**config.mk**
```make
export PLATFORM = sky130hd
export DESIGN_NAME = fetch_stage
export DESIGN_NICKNAME = d
export VERILOG_FILES = /design/src/rtl/fetch_stage_pkg.sv /design/src/rtl/fetch_stage_next_pc.sv /design/src/rtl/fetch_stage.sv
export SDC_FILE = /design/constraint.sdc
export NUM_CORES = 1
export LEC_CHECK = 0
export BUFFER_PORTS_ARGS = -buffer_cell sky130_fd_sc_hd__buf_4
export CAP_MARGIN = 20
export CORE_UTILIZATION = 40
export CTS_CLUSTER_SIZE = 28
export DETAILED_ROUTE_END_ITERATION = 12
export GPL_TIMING_DRIVEN = 1
export PLACE_DENSITY = 0.66
export SKIP_LAST_GASP = 1
export SLEW_MARGIN = 20
export SYNTH_ARGS = -nofsm -noshare
export SYNTH_HDL_FRONTEND = slang
export SYNTH_SLANG_ARGS = --single-unit
```
**constraint.sdc**
```tcl
create_clock -name clk -period 3.4 [get_ports clk]
set_input_delay 0.34 -clock clk [delete_from_list [all_inputs] [get_ports clk]]
set_output_delay 0.34 -clock clk [all_outputs]
set_load 0.02 [all_outputs]
```
**src/rtl/fetch_stage_pkg.sv**
```systemverilog
// fetch_stage_pkg: shared encodings and constants for the instruction-fetch stage
package fetch_stage_pkg;
  typedef enum logic [1:0] {
    NPC_PC4 = 2'b00,
    NPC_BR  = 2'b01,
    NPC_J   = 2'b10,
    NPC_JR  = 2'b11
  } npc_sel_e;
  localparam logic [31:0] RESET_PC_DEF = 32'h0000_3000;
  localparam logic [31:0] NOP = 32'h0;
endpackage

```
**src/rtl/fetch_stage_next_pc.sv**
```systemverilog
// next_pc_calc: combinational next fetch address from decode-stage branch/jump info
module next_pc_calc
  import fetch_stage_pkg::*;
(
  input  logic [31:0] pc,
  input  logic [31:0] d_pc,
  input  logic [31:0] d_instr,
  input  logic [1:0]  npc_sel,
  input  logic        branch_taken,
  input  logic [31:0] jr_target,
  output logic [31:0] npc
);
  logic [31:0] pc4;
  logic [31:0] dpc4;
  logic [31:0] br;
  logic [31:0] jmp;
  // branch offset is relative to the delay slot, jump region comes from the delay slot too
  always_comb begin
    pc4  = pc + 32'd4;
    dpc4 = d_pc + 32'd4;
    br   = dpc4 + {{14{d_instr[15]}}, d_instr[15:0], 2'b00};
    jmp  = {dpc4[31:28], d_instr[25:0], 2'b00};
    npc  = npc_sel == NPC_JR ? jr_target :
           npc_sel == NPC_J ? jmp :
           (npc_sel == NPC_BR && branch_taken) ? br : pc4;
  end
endmodule

```
**src/rtl/fetch_stage.sv**
```systemverilog
// fetch_stage: PC register, IF/ID register and fetch-address check of the MIPS front end
module fetch_stage
  import fetch_stage_pkg::*;
#(
  parameter logic [31:0] RESET_PC = RESET_PC_DEF,
  parameter int unsigned IM_WORDS = 4096
) (
  input  logic        clk,
  input  logic        reset,
  input  logic        stall,
  input  logic [1:0]  npc_sel,
  input  logic        branch_taken,
  input  logic [31:0] jr_target,
  input  logic [31:0] instr_in,
  output logic [31:0] pc,
  output logic [31:0] d_instr,
  output logic [31:0] d_pc,
  output logic [31:0] d_pc8,
  output logic        d_pc_err
);
  localparam logic [31:0] PC_LAST = RESET_PC + 32'(IM_WORDS) * 32'd4 - 32'd1;
  logic [31:0] npc;
  logic        err;
  next_pc_calc u_npc (
    .pc(pc),
    .d_pc(d_pc),
    .d_instr(d_instr),
    .npc_sel(npc_sel),
    .branch_taken(branch_taken),
    .jr_target(jr_target),
    .npc(npc)
  );
  assign err   = (pc[1:0] != 2'b00) || (pc < RESET_PC) || (pc > PC_LAST);
  assign d_pc8 = d_pc + 32'd8;
  // reset wins, stall freezes everything, otherwise advance PC and load IF/ID (nop on bad fetch)
  always_ff @(posedge clk) begin
    if (reset) begin
      pc       <= RESET_PC;
      d_instr  <= NOP;
      d_pc     <= '0;
      d_pc_err <= 1'b0;
    end else if (!stall) begin
      pc       <= npc;
      d_instr  <= err ? NOP : instr_in;
      d_pc     <= pc;
      d_pc_err <= err;
    end
  end
endmodule

```
==> flow_metrics.tcl, run 1 <==
set metrics [dict create \
    status "finished, final reports clean" \
    p_leak_nw 4.65 \
    hold_ws_ps 207 \
    rsz0062_at_grt "yes" \
    crit_chain "ha_4 > nand4_1 > or3_4 > nor2_4 > nand2_1 > xnor2_1 > ha_1 > a21o_1 > a21o_1 > a211oi_2 > o31ai_4 > a41o_1 > a311oi_2 > or3_1 > nand3_1" \
    powerDensity_nw_per_um2 293 \
    cts_buffer_depth 2 \
    grt.total_usage_pct 26.6 \
    clockRootBuffer "clkbuf_16" \
    p_total_mw 2.95 \
    synthArstFlopShare_pct 0 \
    grt_pass1_wl_um 38100 \
    reg2reg_from "d_pc[3]$_SDFFE_PP0N_" \
    yosysWarningCount 0 \
    gp_congestion 0.907 \
    vias 7759 \
    numPortBuffers 198 \
    nNetsFinal 1269 \
    cts_sinks 97 \
    crit_required_ps 3640 \
    worst-path-buf-inv 0 \
    hold_path_depth 3 \
    crit_family "compound AO/OA/AOI/OAI gates" \
    min_path_type "input port to register" \
    slew_viol_final 0 \
    dieArea_sq_um 18700 \
    min_to "d_instr[8]$_SDFFE_PP0N_" \
    setup_violations 0 \
    synth_nets 1031 \
    r2r_cells 15 \
    antenna_found_initial 0 \
    avgSynthCellArea_sq_um 7.86 \
    area_growth_pct 38.3 \
    synth-edff-count 0 \
    finalCritPeriodShare_pct 98.8 \
    critPathKind "register to register" \
    dp_hpwl_um 19200 \
    critPathMaxStageDelay_ps 370 \
    routed_wl_um 25400 \
    path_clk_slew_ps 70 \
    htree_levels 3 \
    cp-start-kind "register" \
    overflow 0 \
    peakVddDrop_v 0.000265 \
    first_iter_violations 495 \
    wl_per_cell_um 18.3 \
    rrSetupSlack_ps 40 \
    synth_seq_cells 97 \
    grt_max_degree 54 \
    rows 48 \
    diodes 0 \
    hold_viol 0 \
    hold_buffers 0 \
    final_cell_mix "buf_4, nor2_1, dfxtp_1, nand2_1, xnor2_1" \
    fin_skew_ps 11.2 \
    max_freq_mhz 298 \
    synth_flop_cell "dfxtp_1" \
    relSlewSlack_pct 40.7 \
    coreArea_sq_um 17500 \
    cp_common_cell "a21o_1" \
    fin_setup_tns_ps 0 \
    start_util_pct 41.4 \
    cap_violations 0 \
    cts_tree "yes" \
    synthDistinctLibCells 66 \
    mostFrequentLayoutCell "buf_4" \
    slowest_stage "dfxtp_4" \
    tightest_slew_ps 886 \
    fin_cells 1392 \
    layout-drive-gt1-share_pct 32.6 \
    insertion_delay_ps 360 \
    drc 0 \
    placed_cells 1366 \
    drtAntennaViolNets 0 \
    die_h_um 137 \
    io_pins 199 \
    arrival_ps 3600 \
    cp_max_fo 5 \
    fillCellCount 1737 \
    finalCriticalPeriod_ps 3360 \
    synth.yosys.seq_area_share_pct 26.7 \
    holdCritStartpoint "instr_in[8]" \
    syn-cell-area_sq_um 7260 \
    avgViaCountPerCell 5.57 \
    cts_inserted_buffers 9 \
    finish.utilization_pct 57.3 \
    floorplan.die.width_um 137 \
    firstDrtPassIters 5 \
    rr_endpoint "pc[30]$_SDFFE_PP0N_" \
    syn_inst 924 \
    grt_pass1_vias 7085 \
    endpoint_kind "register" \
]
## kinds of logic (layout without fill, tap and decap cells)
group                      after synthesis  in the layout  synth area share [%]
adders and majority gates               37             37                  6.48
xor gates and xnor gates               101            101                  12.4
AOI/OAI and AO/OA                      206            206                  19.1
DFF                                     97             97                  26.7
muxes                                   61             61                  8.54
buffers and inverters                   80            323                  4.57
and+or+nand+nor                        342            342                  22.2
## where the power goes
| part | total [mW] | internal [mW] | switching [mW] |
|---|---|---|---|
| sequential | 1.25 | 1.18 | 0.0743 |
| clock | 1.08 | 0.598 | 0.483 |
| combinational | 0.617 | 0.280 | 0.337 |
## layout make-up
class / instances / area [sq um] / share of cell area [%]
flip-flops and latches: 97 / 1970 / 19.6
repair buffers: 292 / 2200 / 21.9
well taps: 225 / 282 / 2.80
inverters: 15 / 56.3 / 0.560
multi-input cells: 747 / 5240 / 52.1
clock buffers: 11 / 243 / 2.42
clock inverters: 5 / 63.8 / 0.635
## stage by stage
stage               area (sq um)  setup slack (ps)
finish                     10000              40.4
global route               10000              -128
CTS                         9770             -3.38
detailed placement          9440             -60.7
global placement            9440             -80.3
floorplan                   7330             -16.7
## Yosys cell counts (15+ instances only)
master	number	area [sq um]
mux2i_1	53	531
nor2_1	120	450
a22oi_1	33	248
inv_1	15	56.3
dfxtp_1	97	1940
clkbuf_1	38	143
nand3_1	45	225
xnor2_1	68	596
nand2_1	83	312
o21ai_0	32	160
a211oi_1	18	135
ha_1	36	450
a21oi_1	51	255
and3_1	16	100
xor2_1	32	280
## worst register-to-register path, stage by stage, from the launching register on
cell,delay (ps)
dfxtp_4,370
ha_4,130
nand4_1,90
or3_4,370
nor2_4,130
nand2_1,70
xnor2_1,130
ha_1,320
a21o_1,210
a21o_1,170
a211oi_2,280
o31ai_4,150
a41o_1,310
a311oi_2,310
or3_1,150
nand3_1,60
## per-layer routing
metal | share of wire, % | global-route usage [%] | wire [um] | up-vias
met4 | 2.3 | 7.28 | 586 | 0
li1 | - | - | - | 3778
met5 | 0 | 0 | 0 | -
met3 | 5.1 | 5.30 | 1310 | 35
met2 | 51 | 47.1 | 12900 | 235
met1 | 42 | 32.6 | 10600 | 3711
## flip-flops by register name (all words and copies together), names as in the netlist
name and cells:
d_instr 32, d_pc 32, d_pc_err 1, pc 32
## how the worst max path moves through the flow
stage	from	endpoint	cells past startpoint	slack (ps)
after floorplan	d_pc[8]$_SDFFE_PP0N_	pc[31]$_SDFFE_PP0N_	17	-20
after global placement	d_pc[3]$_SDFFE_PP0N_	pc[18]$_SDFFE_PP0N_	15	-80
after detailed placement	d_pc[3]$_SDFFE_PP0N_	pc[18]$_SDFFE_PP0N_	15	-60
after CTS	d_pc[3]$_SDFFE_PP0N_	pc[26]$_SDFFE_PP0N_	15	-3
after global routing	d_pc[3]$_SDFFE_PP0N_	pc[27]$_SDFFE_PP0N_	18	-130
final	d_pc[3]$_SDFFE_PP0N_	pc[30]$_SDFFE_PP0N_	15	40
## repair_timing
item                                    4_1_cts  5_1_grt
gates resized for setup                       4       45
setup buffers                                 0       10
endpoints found under the setup margin        4       14
pin swaps                                     0       20
No activity file was read; power rests on OpenSTA's default activity.
==> inputs of run 2 (changes only) <==
--- a/config.mk
+++ b/config.mk
@@ -5,7 +5,7 @@
 export SDC_FILE = /design/constraint.sdc
 export NUM_CORES = 1
 export LEC_CHECK = 0
-export BUFFER_PORTS_ARGS = -buffer_cell sky130_fd_sc_hd__buf_4
+export BUFFER_PORTS_ARGS = -buffer_cell sky130_fd_sc_hd__buf_2
 export CAP_MARGIN = 20
 export CORE_UTILIZATION = 40
 export CTS_CLUSTER_SIZE = 28
==> flow_metrics.tcl, run 2 (synthesis gave the netlist of run 1 again) <==
set metrics [dict create \
    status "finished, final reports clean" \
    min_path_type "input port to register" \
    relSlewSlack_pct 40.4 \
    min_to "d_instr[1]$_SDFFE_PP0N_" \
    gp_congestion 0.919 \
    routed_wl_um 25600 \
    cts_tree "yes" \
    wl_per_cell_um 18.4 \
    coreArea_sq_um 17500 \
    p_leak_nw 4.60 \
    reg2reg_from "d_pc[3]$_SDFFE_PP0N_" \
    setup_violations 0 \
    tightest_slew_ps 891 \
    numPortBuffers 198 \
    grt.total_usage_pct 27.3 \
    reg.largest.list "d_instr x32, d_pc x32, pc x32" \
    cap_violations 0 \
    worst-path-buf-inv 1 \
    final_cell_mix "buf_2, nor2_1, buf_4, dfxtp_1, nand2_1" \
    fin_setup_tns_ps 0 \
    finalCritPeriodShare_pct 97.1 \
    finalCriticalPeriod_ps 3300 \
    firstDrtPassIters 5 \
    vias 7739 \
    crit_family "simple AND/OR/NAND/NOR gates" \
    rr_endpoint "pc[31]$_SDFFE_PP0N_" \
    fin_skew_ps 8.86 \
    r2r_cells 17 \
    hold_buffers 0 \
    powerDensity_nw_per_um2 296 \
    cts_inserted_buffers 9 \
    layout-drive-gt1-share_pct 32.7 \
    dp_hpwl_um 19200 \
    rows 48 \
    finish.utilization_pct 54.6 \
    cp-start-kind "register" \
    nNetsFinal 1268 \
    avgViaCountPerCell 5.56 \
    overflow 0 \
    crit_required_ps 3660 \
    rsz0062_at_grt "yes" \
    cts_buffer_depth 2 \
    cp_max_fo 4 \
    antenna_found_initial 0 \
    floorplan.die.width_um 137 \
    first_iter_violations 535 \
    mostFrequentLayoutCell "buf_2" \
    diodes 0 \
    drc 0 \
    rrSetupSlack_ps 100 \
    holdCritStartpoint "instr_in[1]" \
    endpoint_kind "register" \
    io_pins 199 \
    slew_viol_final 0 \
    slowest_stage "dfxtp_4" \
    clockRootBuffer "clkbuf_16" \
    die_h_um 137 \
    critPathKind "register to register" \
    critPathMaxStageDelay_ps 380 \
    drtAntennaViolNets 0 \
    cts_sinks 97 \
    grt_pass1_wl_um 38900 \
    hold_path_depth 3 \
    grt_max_degree 72 \
    hold_viol 0 \
    dieArea_sq_um 18700 \
    path_clk_slew_ps 70 \
    start_util_pct 41.4 \
    htree_levels 3 \
    arrival_ps 3560 \
    grt_pass1_vias 7179 \
    peakVddDrop_v 0.000255 \
    crit_chain "ha_4 > nand4_1 > or3_4 > buf_6 > nor2_4 > nand3_1 > xnor2_1 > ha_1 > and3_4 > nand2_2 > o22ai_1 > nor2_1 > o21ba_2 > a21boi_4 > nor4bb_4 > o41ai_2 > a22o_1" \
    fillCellCount 1725 \
    area_growth_pct 31.9 \
    max_freq_mhz 303 \
    insertion_delay_ps 360 \
]
## run 2: power breakdown
part | switching [mW] | internal, mW
logic | 0.332 | 0.229
registers | 0.0781 | 1.18
clock network | 0.497 | 0.523
## run 2: layer usage
metal  part of all wire (%)  vias to the layer above  global-route usage (%)
met5                      0                        -                       0
met4                    3.0                        0                    12.2
met3                    5.5                       37                    2.96
met2                     49                      289                    46.7
met1                     43                     3635                    34.4
li1                       -                     3778                       -
## run 2: repair_timing
| action | in CTS | in global routing |
|---|---|---|
| setup endpoints to repair | 6 | 16 |
| buffers inserted | 0 | 9 |
| resized for setup | 6 | 53 |
| endpoints found under the hold margin | 0 | 0 |
| pin swaps | 1 | 22 |
## run 2: worst max-delay path by stage
| stage | cells after the start | end | slack [ps] | start |
|---|---|---|---|---|
| 3_5_place_dp | 15 | pc[18]$_SDFFE_PP0N_ | -30 | d_pc[3]$_SDFFE_PP0N_ |
| 3_3_place_gp | 16 | pc[31]$_SDFFE_PP0N_ | -20 | d_pc[3]$_SDFFE_PP0N_ |
| 5_1_grt | 16 | pc[31]$_SDFFE_PP0N_ | -90 | d_pc[3]$_SDFFE_PP0N_ |
| 6_report | 17 | pc[31]$_SDFFE_PP0N_ | 100 | d_pc[3]$_SDFFE_PP0N_ |
| 2_1_floorplan | 17 | pc[31]$_SDFFE_PP0N_ | -20 | d_pc[8]$_SDFFE_PP0N_ |
| 4_1_cts | 17 | pc[31]$_SDFFE_PP0N_ | -2 | d_pc[3]$_SDFFE_PP0N_ |
## run 2: area by class of cell
cell class              count  area (sq um)  area share (%)
inverters                  15          56.3           0.588
repair buffers            291          1710            17.8
well taps                 225           282            2.94
clock buffers              11           243            2.53
clock inverters             5          38.8           0.405
flip-flops and latches     97          1960            20.5
multi-input cells         747          5290            55.2
## run 2: per-stage QoR
step	worst slack, ps	hold WS (ps)	instance area, sq um	power, mW	cells
6_report	99.2	204	9580	2.84	1391
4_1_cts	-1.52	200	9260	2.84	1382
2_1_floorplan	-16.7	484	7330	1.61	924
3_5_place_dp	-33.8	489	8950	1.83	1366
3_3_place_gp	-19.1	486	8950	1.82	1366
5_1_grt	-92.7	207	9580	2.96	1391
## run 2: worst min-delay path, cell delays in order
cell and delay (ps):
buf_2 70, a22oi_1 50, nor2_1 70
